==> src/rtl/if_fetch_stage_pkg.sv <==
// -----------------------------------------------------------------------------
// if_fetch_stage_pkg
//   Definitions shared between the fetch stage and the IF/ID pipeline register:
//   datapath width, the NOP encoding, the default reset PC, the fetch FSM
//   state encoding and a PC increment helper.
// -----------------------------------------------------------------------------
package if_fetch_stage_pkg;

    // Instruction and PC width shared with IF/ID
    localparam int XLEN = 32;

    // Instruction word presented to IF/ID when nothing valid is fetched
    localparam logic [XLEN-1:0] NOP_INST = '0;

    // Default program counter after reset
    localparam logic [XLEN-1:0] RESET_PC_DEFAULT = 32'h0000_0000;

    // Byte distance between consecutive instructions
    localparam logic [XLEN-1:0] PC_STEP = 32'd4;

    // Fetch FSM states
    typedef enum logic [1:0] {
        FETCH = 2'd0,
        HOLD  = 2'd1,
        DROP  = 2'd2
    } fetch_state_t;

    // Sequential PC; wraps modulo 2^XLEN, no alignment check
    function automatic logic [XLEN-1:0] pc_inc(input logic [XLEN-1:0] pc_cur);
        return pc_cur + PC_STEP;
    endfunction

endpackage : if_fetch_stage_pkg

==> src/rtl/if_fetch_stage.sv <==
// -----------------------------------------------------------------------------
// if_fetch_stage
//   Instruction-fetch stage. Owns the PC, issues requests to a variable-latency
//   instruction memory and presents each fetched instruction with its PC+4 to
//   the IF/ID register. A response arriving while the hazard unit stalls is
//   buffered; a redirect arriving while a request is outstanding causes the
//   stale response to be waited out and discarded.
//
//   State | meaning
//   ------+---------------------------------------------------------------
//   FETCH | request at pc outstanding; response forwarded to IF/ID if free
//   HOLD  | response buffered in hold_inst while IF/ID is stalled
//   DROP  | stale request in flight; target saved in pend_pc until it lands
//
// Ports
//   clk        in   clock, rising edge
//   rst        in   synchronous active-high reset
//   stall      in   hazard unit holds IF/ID
//   redirect   in   branch taken / jump resolved, wins over stall
//   redirectPC in   redirect target (used as given)
//   imemReq    out  request valid, address held until imemReady
//   imemAddr   out  fetch address
//   imemReady  in   one-cycle response pulse (may coincide with imemReq)
//   imemData   in   returned instruction
//   fetchValid out  instOut/pcPlus4Out carry a real instruction
//   instOut    out  instruction to IF/ID, NOP when not valid
//   pcPlus4Out out  PC+4 to IF/ID, 0 when not valid
// -----------------------------------------------------------------------------
module if_fetch_stage
    import if_fetch_stage_pkg::*;
#(
    parameter logic [XLEN-1:0] RESET_PC = RESET_PC_DEFAULT
) (
    input  logic            clk,
    input  logic            rst,
    input  logic            stall,
    input  logic            redirect,
    input  logic [XLEN-1:0] redirectPC,
    output logic            imemReq,
    output logic [XLEN-1:0] imemAddr,
    input  logic            imemReady,
    input  logic [XLEN-1:0] imemData,
    output logic            fetchValid,
    output logic [XLEN-1:0] instOut,
    output logic [XLEN-1:0] pcPlus4Out
);

    fetch_state_t    state;
    fetch_state_t    state_nxt;
    logic [XLEN-1:0] pc;
    logic [XLEN-1:0] pc_nxt;
    logic [XLEN-1:0] pend_pc;
    logic [XLEN-1:0] pend_pc_nxt;
    logic [XLEN-1:0] hold_inst;
    logic [XLEN-1:0] hold_inst_nxt;
    logic [XLEN-1:0] pc_plus4;

    assign pc_plus4 = pc_inc(pc);

    // ------------------------------------------------------------------
    // State and datapath registers
    // ------------------------------------------------------------------
    always_ff @(posedge clk) begin
        if (rst) begin
            state     <= FETCH;
            pc        <= RESET_PC;
            pend_pc   <= '0;
            hold_inst <= NOP_INST;
        end else begin
            state     <= state_nxt;
            pc        <= pc_nxt;
            pend_pc   <= pend_pc_nxt;
            hold_inst <= hold_inst_nxt;
        end
    end

    // ------------------------------------------------------------------
    // Next state and next-PC select
    // ------------------------------------------------------------------
    always_comb begin
        state_nxt     = state;
        pc_nxt        = pc;
        pend_pc_nxt   = pend_pc;
        hold_inst_nxt = hold_inst;

        case (state)
            FETCH: begin
                if (imemReady) begin
                    if (redirect) begin
                        pc_nxt = redirectPC;
                    end else if (stall) begin
                        hold_inst_nxt = imemData;
                        state_nxt     = HOLD;
                    end else begin
                        pc_nxt = pc_plus4;
                    end
                end else if (redirect) begin
                    // The request at pc cannot be withdrawn; remember where
                    // to go once its response has been absorbed.
                    pend_pc_nxt = redirectPC;
                    state_nxt   = DROP;
                end
            end

            HOLD: begin
                if (redirect) begin
                    pc_nxt    = redirectPC;
                    state_nxt = FETCH;
                end else if (!stall) begin
                    pc_nxt    = pc_plus4;
                    state_nxt = FETCH;
                end
            end

            DROP: begin
                if (redirect) begin
                    pend_pc_nxt = redirectPC;
                end
                if (imemReady) begin
                    // A redirect in the same cycle as the stale response is
                    // newer than anything already in pend_pc.
                    pc_nxt    = redirect ? redirectPC : pend_pc;
                    state_nxt = FETCH;
                end
            end

            default: begin
                state_nxt = FETCH;
            end
        endcase
    end

    // ------------------------------------------------------------------
    // Outputs. imemReq/imemAddr depend only on state and pc so the memory
    // never sees a combinational path from its own ready.
    // ------------------------------------------------------------------
    always_comb begin
        imemReq    = 1'b1;
        imemAddr   = pc;
        fetchValid = 1'b0;
        instOut    = NOP_INST;
        pcPlus4Out = '0;

        case (state)
            FETCH: begin
                if (imemReady && !redirect && !stall) begin
                    fetchValid = 1'b1;
                    instOut    = imemData;
                    pcPlus4Out = pc_plus4;
                end
            end

            HOLD: begin
                imemReq    = 1'b0;
                fetchValid = 1'b1;
                instOut    = hold_inst;
                pcPlus4Out = pc_plus4;
            end

            DROP: begin
                // stale address stays on the bus until its response lands
            end

            default: begin
            end
        endcase

        // Reset outputs are visible in the reset cycle itself, before the
        // registers have taken their reset values.
        if (rst) begin
            imemReq    = 1'b1;
            imemAddr   = RESET_PC;
            fetchValid = 1'b0;
            instOut    = NOP_INST;
            pcPlus4Out = '0;
        end
    end

endmodule : if_fetch_stage

==> config.mk <==
export PLATFORM = sky130hd
export DESIGN_NAME = if_fetch_stage
export DESIGN_NICKNAME = d
export VERILOG_FILES = /design/src/rtl/if_fetch_stage_pkg.sv /design/src/rtl/if_fetch_stage.sv
export SDC_FILE = /design/constraint.sdc
export NUM_CORES = 1
export LEC_CHECK = 0
export CAP_MARGIN = 20
export CORE_MARGIN = 1.5
export CORE_UTILIZATION = 51
export DETAILED_ROUTE_END_ITERATION = 12
export GPL_ROUTABILITY_DRIVEN = 0
export PLACE_DENSITY = 0.86
export SLEW_MARGIN = 20
export SYNTH_ARGS = -nofsm -noshare
export SYNTH_HDL_FRONTEND = slang
export SYNTH_SLANG_ARGS = --single-unit
==> constraint.sdc <==
create_clock -name clk -period 6 [get_ports clk]
set_clock_uncertainty 0.05 [all_clocks]
set_input_delay 0.6 -clock clk [delete_from_list [all_inputs] [get_ports clk]]
set_output_delay 0.6 -clock clk [all_outputs]
set_load 0.005 [all_outputs]
==> results of run 1 <==
==> how the worst min path moves through the flow <==
| stage | from | end | slack (ns) | cells past startpoint |
|---|---|---|---|---|
| finish | pend_pc[16]$_SDFFE_PP0P_ | pend_pc[16]$_SDFFE_PP0P_ | 0.41 | 2 |
| global route | pend_pc[3]$_SDFFE_PP0P_ | pend_pc[3]$_SDFFE_PP0P_ | 0.43 | 2 |
| CTS | pend_pc[16]$_SDFFE_PP0P_ | pend_pc[16]$_SDFFE_PP0P_ | 0.41 | 2 |
| detailed placement | pend_pc[16]$_SDFFE_PP0P_ | pend_pc[16]$_SDFFE_PP0P_ | 0.39 | 2 |
| global placement | pend_pc[31]$_SDFFE_PP0P_ | pend_pc[31]$_SDFFE_PP0P_ | 0.39 | 2 |
| floorplan | pend_pc[16]$_SDFFE_PP0P_ | pend_pc[16]$_SDFFE_PP0P_ | 0.38 | 2 |
==> cell families after synthesis <==
kind of cell / after synthesis / synth area share [%]
simple gates: 358 / 30.02
compound gates: 206 / 23.50
buf+inv: 77 / 5.366
fa+ha+maj: 1 / 0.2264
xor+xnor: 28 / 4.437
flops: 98 / 35.50
mux: 5 / 0.9509
==> state kept, by name, indices dropped and copies added, names as in the netlist <==
| name | flops |
|---|---|
| hold_inst | 32 |
| pc | 32 |
| pend_pc | 32 |
| state | 2 |
==> metal layers <==
layer  vias to the layer above  share of wire, %  GRT usage, %  wire length, um
met1                      2881                42         39.40             7167
met4                         0               2.0         10.76              351
li1                       2921                 -             -                -
met3                        30               8.1         5.228             1400
met2                       280                48         47.27             8277
met5                         -                 0             0                0
==> report_power, final <==
| group | internal [W] | switching (W) |
|---|---|---|
| clock | 0.000205 | 0.000236 |
| combinational | 0.000118 | 0.000133 |
| sequential | 0.000682 | 0.0000313 |
==> final cells by class <==
class | count | area, um2
multi-input combinational | 598 | 3307
fill | 880 | 3004
sequential | 98 | 1962
timing repair buffer | 174 | 1722
tap | 136 | 170.2
clock buffer | 10 | 137.6
clock inverter | 6 | 65.06
inverter | 13 | 48.80
==> cells in the final DEF, fill, tap and decap left out, types with 4 or more instances in the layout <==
cell and n:
sky130_fd_sc_hd__nor4_1 12, sky130_fd_sc_hd__a221o_1 4, sky130_fd_sc_hd__and3_1 4, sky130_fd_sc_hd__nor2_1 56, sky130_fd_sc_hd__or4_1 5, sky130_fd_sc_hd__xor2_1 7, sky130_fd_sc_hd__buf_4 8, sky130_fd_sc_hd__nor3b_1 5
sky130_fd_sc_hd__nand3_1 16, sky130_fd_sc_hd__dfxtp_1 98, sky130_fd_sc_hd__o32ai_1 5, sky130_fd_sc_hd__nand4_1 6, sky130_fd_sc_hd__a31oi_1 5, sky130_fd_sc_hd__nor2b_1 26, sky130_fd_sc_hd__o21ai_0 41, sky130_fd_sc_hd__or3_1 6
sky130_fd_sc_hd__nor3_1 8, sky130_fd_sc_hd__clkbuf_8 10, sky130_fd_sc_hd__xnor2_1 21, sky130_fd_sc_hd__nand2b_1 5, sky130_fd_sc_hd__nand2_1 186, sky130_fd_sc_hd__a22o_1 34, sky130_fd_sc_hd__inv_1 13, sky130_fd_sc_hd__a21oi_1 90
sky130_fd_sc_hd__clkdlybuf4s50_1 164
==> tightest hold or removal path: cells and delay by family, from the launching register on <==
| kind | cells | cell delay (ns) |
|---|---|---|
| DFF | 1 | 0.32 |
| AOI/OAI and AO/OA | 1 | 0.05 |
| and+or+nand+nor | 1 | 0.05 |
==> stage by stage <==
stage	std cells	instance area [um2]	setup WS, ns	total power (W)	utilization [%]
global route	1035	7412	1.854	0.001466	71.16
finish	1035	7412	2.056	0.001405	71.16
CTS	1035	7401	2.087	0.001405	71.05
floorplan	773	5527	3.236	0.0008526	-
global placement	1018	7183	2.304	0.0009613	68.96
detailed placement	1019	7198	2.133	0.0009724	69.11
==> flow_metrics.py, run 1 <==
metrics = {
    "synthesis": {
        "synth-seq-area-share_pct": 35.50,
        "synth-async-reset-ratio_pct": 0,
        "post_syn_area_um2": 5527,
        "synthCells": 773,
        "yosys_register_bits": 98,
        "yosys.cell_count.top_type": "sky130_fd_sc_hd__nand2_1",
        "yosys-top-cells-area": "sky130_fd_sc_hd__dfxtp_1 35%, sky130_fd_sc_hd__nand2_1 13%, sky130_fd_sc_hd__a21oi_1 8.2%",
        "ys_warn_count": 0,
        "syn_nets": 843,
        "synth-main-ff-cell": "sky130_fd_sc_hd__dfxtp_1",
        "post_synth_most_frequent_cells": "186 x sky130_fd_sc_hd__nand2_1, 98 x sky130_fd_sc_hd__dfxtp_1, 90 x sky130_fd_sc_hd__a21oi_1, 58 x sky130_fd_sc_hd__nor2_1, 48 x sky130_fd_sc_hd__clkbuf_1",
        "netlist-cell-type-count": 55,
        "synth_area_leader_cell": "sky130_fd_sc_hd__dfxtp_1",
        "synth_enable_flop_cells": 0,
        "avgSynthCellArea_um2": 7.149,
        "synth_largest_type_area_fraction_pct": 35.50,
    },
    "global_route": {
        "grt_pass1_wl_mm": 27.03,
        "gr-usage-all-layers_pct": 29.43,
        "first_global_vias": 5514,
        "globalRouteOverflowTotal": 0,
        "antenna_found_initial": 0,
        "largest_net_degree_at_the_start_of_global_routing": 89,
    },
    "timing": {
        "fin_hold_ws_ns": 0.4065,
        "setup_total_negative_slack_ns": 0,
        "unrepaired_setup_endpoints_after_global_routing": "no",
        "worst_slew_pin_slew_ns": 0.9885,
        "timing.final.crit_share_pct": 65.74,
        "final_setup_violation_count": 0,
        "max-slew-margin-rel_pct": 34.08,
        "final-max-slew-violation-count": 0,
        "timing.final.hold_violations": 0,
        "finalWorstPathRequiredPeriod_ns": 3.944,
        "timing.fmax_ghz": 0.2535,
    },
    "clocking": {
        "cts_sinks": 98,
        "cts_made_buffers": 9,
        "cts_max_path_buffers": 2,
        "post_cts.repair.setup_buffers": 0,
        "cts.reportedPaths.clkPinSlew_ns": 0.09,
        "cts_max_level": 3,
        "clock_root_buffer_master": "sky130_fd_sc_hd__clkbuf_8",
        "clk-insertion-delay-late_ns": 0.36,
        "hold_buffer_count_at_cts": 0,
        "cts_tree": "built",
        "postCtsResizedCells": 0,
    },
    "critical_path": {
        "end_kind": "output pin",
        "crit_path_max_fanout": 11,
        "critPathSlowestCell": "sky130_fd_sc_hd__or4_1",
        "critical_path_startpoint_category": "flop",
        "critPathRequiredTime_ns": 5.35,
        "worst_reg_to_reg_path_cell_count": 6,
        "worstPathArrival_ns": 3.29,
        "critical_path.reg2reg.startpoint": "pc[2]$_SDFFE_PP0P_",
        "regToRegEndpoint": "pc[26]$_SDFFE_PP0P_",
        "regToRegSetupSlack_ns": 3.15,
        "setup_cp_type": "flop to output pin",
        "timing.critical_path.max_delay_family": "simple AND/OR/NAND/NOR gates",
        "setup.worst_path.start": "pc[2]$_SDFFE_PP0P_",
        "worst_setup_path_endpoint": "pcPlus4Out[24]",
        "worst_path_largest_cell_delay_ns": 0.58,
        "worstSetupPathDepth": 7,
        "crit_buf_inv": 1,
        "critical_path.cell_chain": "ha_1 -> nand3_1 -> nand2b_1 -> or4_1 -> xor2_1 -> nor2_1 -> clkdlybuf4s50_1",
    },
    "final_layout": {
        "net_count_reported_at_finish": 964,
        "drive_above_1_share_pct": 5.006,
        "area_growth_syn_to_layout_pct": 34.12,
        "antenna_cells_inserted": 0,
    },
    "place": {
        "dp.final_hpwl_mm": 12.15,
        "io_buffers": 166,
    },
    "worst_hold_path": {
        "holdCritPathClass": "flop to flop",
    },
    "die": {
        "io_pins": 167,
        "die-area_um2": 11470,
        "placeableCoreArea_um2": 10420,
        "die_height_um": 107.1,
        "rows": 37,
        "floorplan.initialDensity_pct": 53.06,
        "die_width_um": 107.1,
    },
    "run_status": {
        "outcome": "finished clean",
    },
    "route": {
        "routed_wirelength_mm": 17.20,
        "drtPass1Iterations": 5,
        "number_of_nets_still_failing_antenna_checks_after_routing": 0,
        "via_per_inst": 5.905,
        "via_total_after_detailed_routing": 6112,
        "initialDrtViolationCount": 565,
        "avgRoutedWirePerCell_um": 16.62,
        "drc": 0,
    },
    "power_and_ir_drop": {
        "power_leakage_nw": 2.451,
        "power_density_nw_per_um2": 189.6,
        "ir_drop_uv": 173.1,
    },
    "job": {
        "drv_cap": 0,
    },
}
No activity file was read; power rests on OpenSTA's default activity.
==> run 2, diff against run 1 <==
- CORE_UTILIZATION: 51 -> 43
- PLACE_DENSITY: 0.86 -> 0.77
- clock period: 6 -> 3.2 ns (I/O delays scaled with it)
==> run 2 against run 1 <==
Against the previous run:
- worst setup slack worse by 2.0 ns
- critical path depth fell by 1
- cell count is 4.7% higher
- sequential power is 88% higher
- largest power group unchanged
==> flow_metrics.py, run 2 (same netlist as run 1, synthesis figures left out) <==
metrics = {
    "route": {
        "routed_wirelength_mm": 17.47,
        "initialDrtViolationCount": 538,
        "wl_met1_mm": 8.198,
        "avgRoutedWirePerCell_um": 16.11,
        "highest-signal-layer": "met4",
        "dr_wl_met3_mm": 1.042,
        "via_per_inst": 5.542,
        "drc": 0,
        "number_of_nets_still_failing_antenna_checks_after_routing": 0,
        "dr_wl_met2_mm": 7.597,
        "drtPass1Iterations": 5,
        "via_total_after_detailed_routing": 6007,
    },
    "final_layout": {
        "layout_commonest_cell": "sky130_fd_sc_hd__nand2_1",
        "largest_regs": "hold_inst: 32 flops, pc: 32 flops, pend_pc: 32 flops",
        "n_fill_cell": 1180,
        "multi_input_comb_area_um2": 3318,
        "drive_above_1_share_pct": 6.689,
        "layout.area.seq_um2": 1964,
        "area_growth_syn_to_layout_pct": 38.62,
        "layout_common_cells": "186 x sky130_fd_sc_hd__nand2_1, 164 x sky130_fd_sc_hd__clkdlybuf4s50_1, 96 x sky130_fd_sc_hd__dfxtp_1",
        "net_count_reported_at_finish": 978,
        "antenna_cells_inserted": 0,
    },
    "clocking": {
        "cts_made_buffers": 9,
        "post_cts.repair.setup_buffers": 0,
        "cts.reportedPaths.clkPinSlew_ns": 0.07,
        "cts_max_path_buffers": 2,
        "clock_root_buffer_master": "sky130_fd_sc_hd__clkbuf_16",
        "cts_tree": "built",
        "postCtsResizedCells": 0,
        "cts_max_level": 3,
        "hold_buffer_count_at_cts": 0,
        "cts_sinks": 98,
        "clk-insertion-delay-late_ns": 0.34,
    },
    "die": {
        "die-area_um2": 13540,
        "placeableCoreArea_um2": 12570,
        "die_width_um": 116.4,
        "rows": 41,
        "floorplan.initialDensity_pct": 43.97,
        "io_pins": 167,
        "die_height_um": 116.4,
    },
    "critical_path": {
        "critPathRequiredTime_ns": 2.83,
        "critical_path_startpoint_category": "flop",
        "crit_path_max_fanout": 9,
        "end_kind": "output pin",
        "setup_cp_type": "flop to output pin",
        "worstPathArrival_ns": 2.75,
    },
    "global_route": {
        "grt_pass1_wl_mm": 27.08,
        "globalRouteOverflowTotal": 0,
        "first_global_vias": 5244,
        "largest_net_degree_at_the_start_of_global_routing": 64,
        "antenna_found_initial": 0,
        "gr-usage-all-layers_pct": 25.52,
    },
    "place": {
        "io_buffers": 166,
        "dp.final_hpwl_mm": 12.21,
    },
    "worst_hold_path": {
        "holdCritPathClass": "input pin to flop",
    },
    "timing": {
        "setup_total_negative_slack_ns": 0,
        "max-slew-margin-rel_pct": 48.63,
        "unrepaired_setup_endpoints_after_global_routing": "no",
        "final-max-slew-violation-count": 0,
        "worst_slew_pin_slew_ns": 0.7697,
        "timing.final.crit_share_pct": 97.51,
        "finalWorstPathRequiredPeriod_ns": 3.120,
        "final_setup_violation_count": 0,
        "fin_hold_ws_ns": 0.1637,
        "timing.fmax_ghz": 0.3205,
        "timing.final.hold_violations": 0,
    },
    "power_and_ir_drop": {
        "p_total_w": 0.002917,
        "power_leakage_nw": 2.557,
        "ir_drop_uv": 239.7,
        "power_density_nw_per_um2": 380.7,
    },
    "run_status": {
        "outcome": "finished clean",
    },
    "job": {
        "drv_cap": 0,
    },
}
## run 2: cell type report
cell class	count	share of cell area [%]
Clock buffer	11	3.168
Clock inverter	4	0.6859
Inverter	13	0.6369
Multi-Input combinational cell	598	43.31
Sequential cell	98	25.64
Tap cell	172	2.809
Timing Repair Buffer	188	23.75
## run 2: final timing paths
kind	from	slack [ns]	end	depth (start not counted)
worst max-delay path	pc[7]$_SDFFE_PP0P_	0.08	pcPlus4Out[31]	6
worst min-delay path	rst	0.16	state[1]$_SDFFE_PP0P_	2
worst max register to register	pc[20]$_SDFFE_PP0P_	0.93	pc[26]$_SDFFE_PP0P_	5
worst min register to register	pend_pc[16]$_SDFFE_PP0P_	0.40	pend_pc[16]$_SDFFE_PP0P_	2
## run 2: critical path: stages (launching register included)
cell and delay (ns):
sky130_fd_sc_hd__dfxtp_1 0.47, sky130_fd_sc_hd__nand4_2 0.34, sky130_fd_sc_hd__nor4_4 0.44, sky130_fd_sc_hd__nand3_1 0.24
sky130_fd_sc_hd__xnor2_1 0.18, sky130_fd_sc_hd__nor2_1 0.20, sky130_fd_sc_hd__clkdlybuf4s50_1 0.54
## run 2: power by group
part	internal, W	total, W	switching [W]
sequential	0.00128	0.00134	0.0000579
clock	0.000626	0.00110	0.000477
combinational	0.000227	0.000476	0.000249
total	0.00213	0.00292	0.000784
## run 2: per-layer routing
layer  vias up  global-route usage, %
met1      2774                  38.12
met4         0                  12.76
met5         -                      0
met2       242                  36.24
li1       2947                      -
met3        44                  2.750
## run 2: through the flow
step                std cells  setup WS, ns  util, %  instance area [um2]
floorplan                 773        0.9957        -                 5527
detailed placement       1069        0.3404    58.41                 7341
finish                   1084       0.07967    60.96                 7661
global placement         1069        0.4149    58.41                 7341
CTS                      1084       0.06486    60.76                 7636
global route             1084      0.002736    60.96                 7661
==> run 3, diff against run 2 <==
- CORE_UTILIZATION: 43 -> 55
- CTS_BUF_LIST: unset -> sky130_fd_sc_hd__clkbuf_4 sky130_fd_sc_hd__clkbuf_8
- DONT_BUFFER_PORTS: unset -> 1
- PLACE_DENSITY: 0.77 -> 0.73
==> run 3 against run 2 <==
Against the previous run:
- fmax grew 7.8%
- combinational power shrank 35%
- critical path type unchanged
- worst setup slack gained 0.22 ns
- highest routed layer unchanged
- worst hold slack lost 0.14 ns
==> flow_metrics.py, run 3 (same netlist as run 1, synthesis figures left out) <==
metrics = {
    "route": {
        "routed_wirelength_mm": 15.61,
        "number_of_nets_still_failing_antenna_checks_after_routing": 0,
        "via_total_after_detailed_routing": 5386,
        "drtPass1Iterations": 5,
        "via_per_inst": 6.162,
        "drc": 0,
        "initialDrtViolationCount": 313,
        "avgRoutedWirePerCell_um": 17.86,
    },
    "die": {
        "die_height_um": 103.2,
        "die_width_um": 103.2,
        "floorplan.initialDensity_pct": 56.54,
        "rows": 36,
        "die-area_um2": 10660,
        "placeableCoreArea_um2": 9774,
        "io_pins": 167,
    },
    "place": {
        "dp.final_hpwl_mm": 10.59,
        "dpl_cell_area_um2": 5568,
        "io_buffers": 0,
    },
    "critical_path": {
        "worst_path_largest_cell_delay_ns": 0.57,
        "critPathSlowestCell": "sky130_fd_sc_hd__or4_1",
        "crit_buf_inv": 1,
        "end_kind": "output pin",
        "regToRegEndpoint": "pc[26]$_SDFFE_PP0P_",
        "critical_path_startpoint_category": "flop",
        "crit_path_max_fanout": 11,
        "setup.worst_path.start": "pc[2]$_SDFFE_PP0P_",
        "worstPathArrival_ns": 2.53,
        "worst_reg_to_reg_path_cell_count": 7,
        "worstSetupPathDepth": 7,
        "critPathRequiredTime_ns": 2.83,
        "setup_cp_type": "flop to output pin",
        "timing.critical_path.max_delay_family": "simple AND/OR/NAND/NOR gates",
        "worst_setup_path_endpoint": "pcPlus4Out[24]",
        "critical_path.cell_chain": "ha_1 -> nand3_1 -> buf_4 -> nand2b_1 -> or4_1 -> xor2_1 -> nor2_1",
        "regToRegSetupSlack_ns": 0.64,
        "critical_path.reg2reg.startpoint": "pc[2]$_SDFFE_PP0P_",
    },
    "global_route": {
        "first_global_vias": 4503,
        "gr-usage-all-layers_pct": 27.95,
        "grt_pass1_wl_mm": 22.96,
        "globalRouteOverflowTotal": 0,
        "antenna_found_initial": 0,
        "largest_net_degree_at_the_start_of_global_routing": 80,
    },
    "timing": {
        "timing.final.crit_share_pct": 90.48,
        "unrepaired_setup_endpoints_after_global_routing": "no",
        "max-slew-margin-rel_pct": 40.73,
        "timing.final.hold_violations": 0,
        "setup_total_negative_slack_ns": 0,
        "finalWorstPathRequiredPeriod_ns": 2.895,
        "worst_slew_pin_slew_ns": 0.8809,
        "final-max-slew-violation-count": 0,
        "final_setup_violation_count": 0,
        "timing.fmax_ghz": 0.3454,
    },
    "clocking": {
        "cts_max_path_buffers": 2,
        "cts_max_level": 3,
        "cts.reportedPaths.clkPinSlew_ns": 0.09,
        "cts_tree": "built",
        "cts_sinks": 98,
        "clock_root_buffer_master": "sky130_fd_sc_hd__clkbuf_8",
        "clk-insertion-delay-late_ns": 0.36,
        "cts_made_buffers": 9,
    },
    "worst_hold_path": {
        "holdCritPathClass": "input pin to flop",
        "hold_path_startpoint": "redirectPC[23]",
        "timing.hold.worst_path_depth": 2,
    },
    "final_layout": {
        "layout.area.seq_um2": 1962,
        "area_growth_syn_to_layout_pct": 4.913,
        "largest_regs": "hold_inst: 32 flops, pc: 32 flops, pend_pc: 32 flops",
        "layout_common_cells": "186 x sky130_fd_sc_hd__nand2_1, 98 x sky130_fd_sc_hd__dfxtp_1, 90 x sky130_fd_sc_hd__a21oi_1",
        "drive_above_1_share_pct": 6.073,
        "layout.cell_area.non_filler_um2": 5798,
        "n_fill_cell": 960,
        "antenna_cells_inserted": 0,
        "layout_commonest_cell": "sky130_fd_sc_hd__nand2_1",
        "net_count_reported_at_finish": 806,
        "multi_input_comb_area_um2": 3293,
    },
    "job": {
        "drv_cap": 0,
    },
    "power_and_ir_drop": {
        "ir_drop_uv": 257.4,
        "power_leakage_nw": 1.875,
        "power_density_nw_per_um2": 414.9,
    },
    "run_status": {
        "outcome": "finished clean",
    },
}
-- run 3: cell count changes in the layout (fill, tap and decap cells not counted), sizes merged --
cell / change
dlygate4sd3: +2
clkdlybuf4s50: -164
inv: +1
buf: -10
clkinv: -1
clkinvlp: +2
bufinv: -1
-- run 3: worst register-to-register path: cells and delay by family, from the launching register on --
kind                     cells  cell delay (ns)
AO/OA/AOI/OAI                1             0.10
adder cells (fa/ha/maj)      1             0.26
buffers and inverters        1             0.19
flip-flops                   1             0.46
AND/OR/NAND/NOR              4             1.43
-- run 3: worst min-delay path by stage --
stage / to / slack [ns]
after floorplan: state[1]$_SDFFE_PP0P_ / 0.35
after global placement: hold_inst[16]$_SDFFE_PP0P_ / 0.35
after detailed placement: hold_inst[11]$_SDFFE_PP0P_ / 0.35
after CTS: pc[31]$_SDFFE_PP0P_ / 0.005
after global routing: hold_inst[5]$_SDFFE_PP0P_ / 0.01
final: pend_pc[23]$_SDFFE_PP0P_ / 0.03
-- run 3: final cells by class --
| class | count | share of cell area [%] |
|---|---|---|
| Inverter | 13 | 0.8416 |
| Timing Repair Buffer | 16 | 2.503 |
| Sequential cell | 98 | 33.84 |
| Clock inverter | 5 | 0.6474 |
| Multi-Input combinational cell | 598 | 56.80 |
| Tap cell | 133 | 2.870 |
| Clock buffer | 11 | 2.503 |
-- run 3: power by group --
part           switching [W]  internal (W)
clock network       0.000445      0.000316
logic               0.000193      0.000115
registers          0.0000567       0.00128
total               0.000696       0.00171
-- run 3: timing repair --
item	4_1_cts	5_1_grt
hold endpoints to repair	79	0
setup buffers	0	0
resized for setup	0	0
hold buffers	3	0
-- run 3: layer usage --
| layer | routed length (um) | track usage, % | up-vias |
|---|---|---|---|
| met5 | 0 | 0 | - |
| met4 | 308 | 10.08 | 0 |
| met2 | 6852 | 40.03 | 237 |
| li1 | - | - | 2608 |
| met3 | 1612 | 9.140 | 25 |
| met1 | 6840 | 39.29 | 2516 |
-- run 3: stage by stage --
| stage | power, W | utilization [%] | hold WS, ns | cells | worst slack (ns) |
|---|---|---|---|---|---|
| 3_5_place_dp | 0.001645 | 56.96 | 0.3478 | 855 | 0.6808 |
| 6_report | 0.002406 | 59.32 | 0.02547 | 874 | 0.3047 |
| 3_3_place_gp | 0.001633 | 56.96 | 0.3467 | 855 | 0.7861 |
| 2_1_floorplan | 0.001599 | - | 0.3471 | 773 | 0.9957 |
| 4_1_cts | 0.002421 | 59.32 | 0.005107 | 874 | 0.3023 |
| 5_1_grt | 0.002517 | 59.32 | 0.01326 | 874 | 0.1838 |
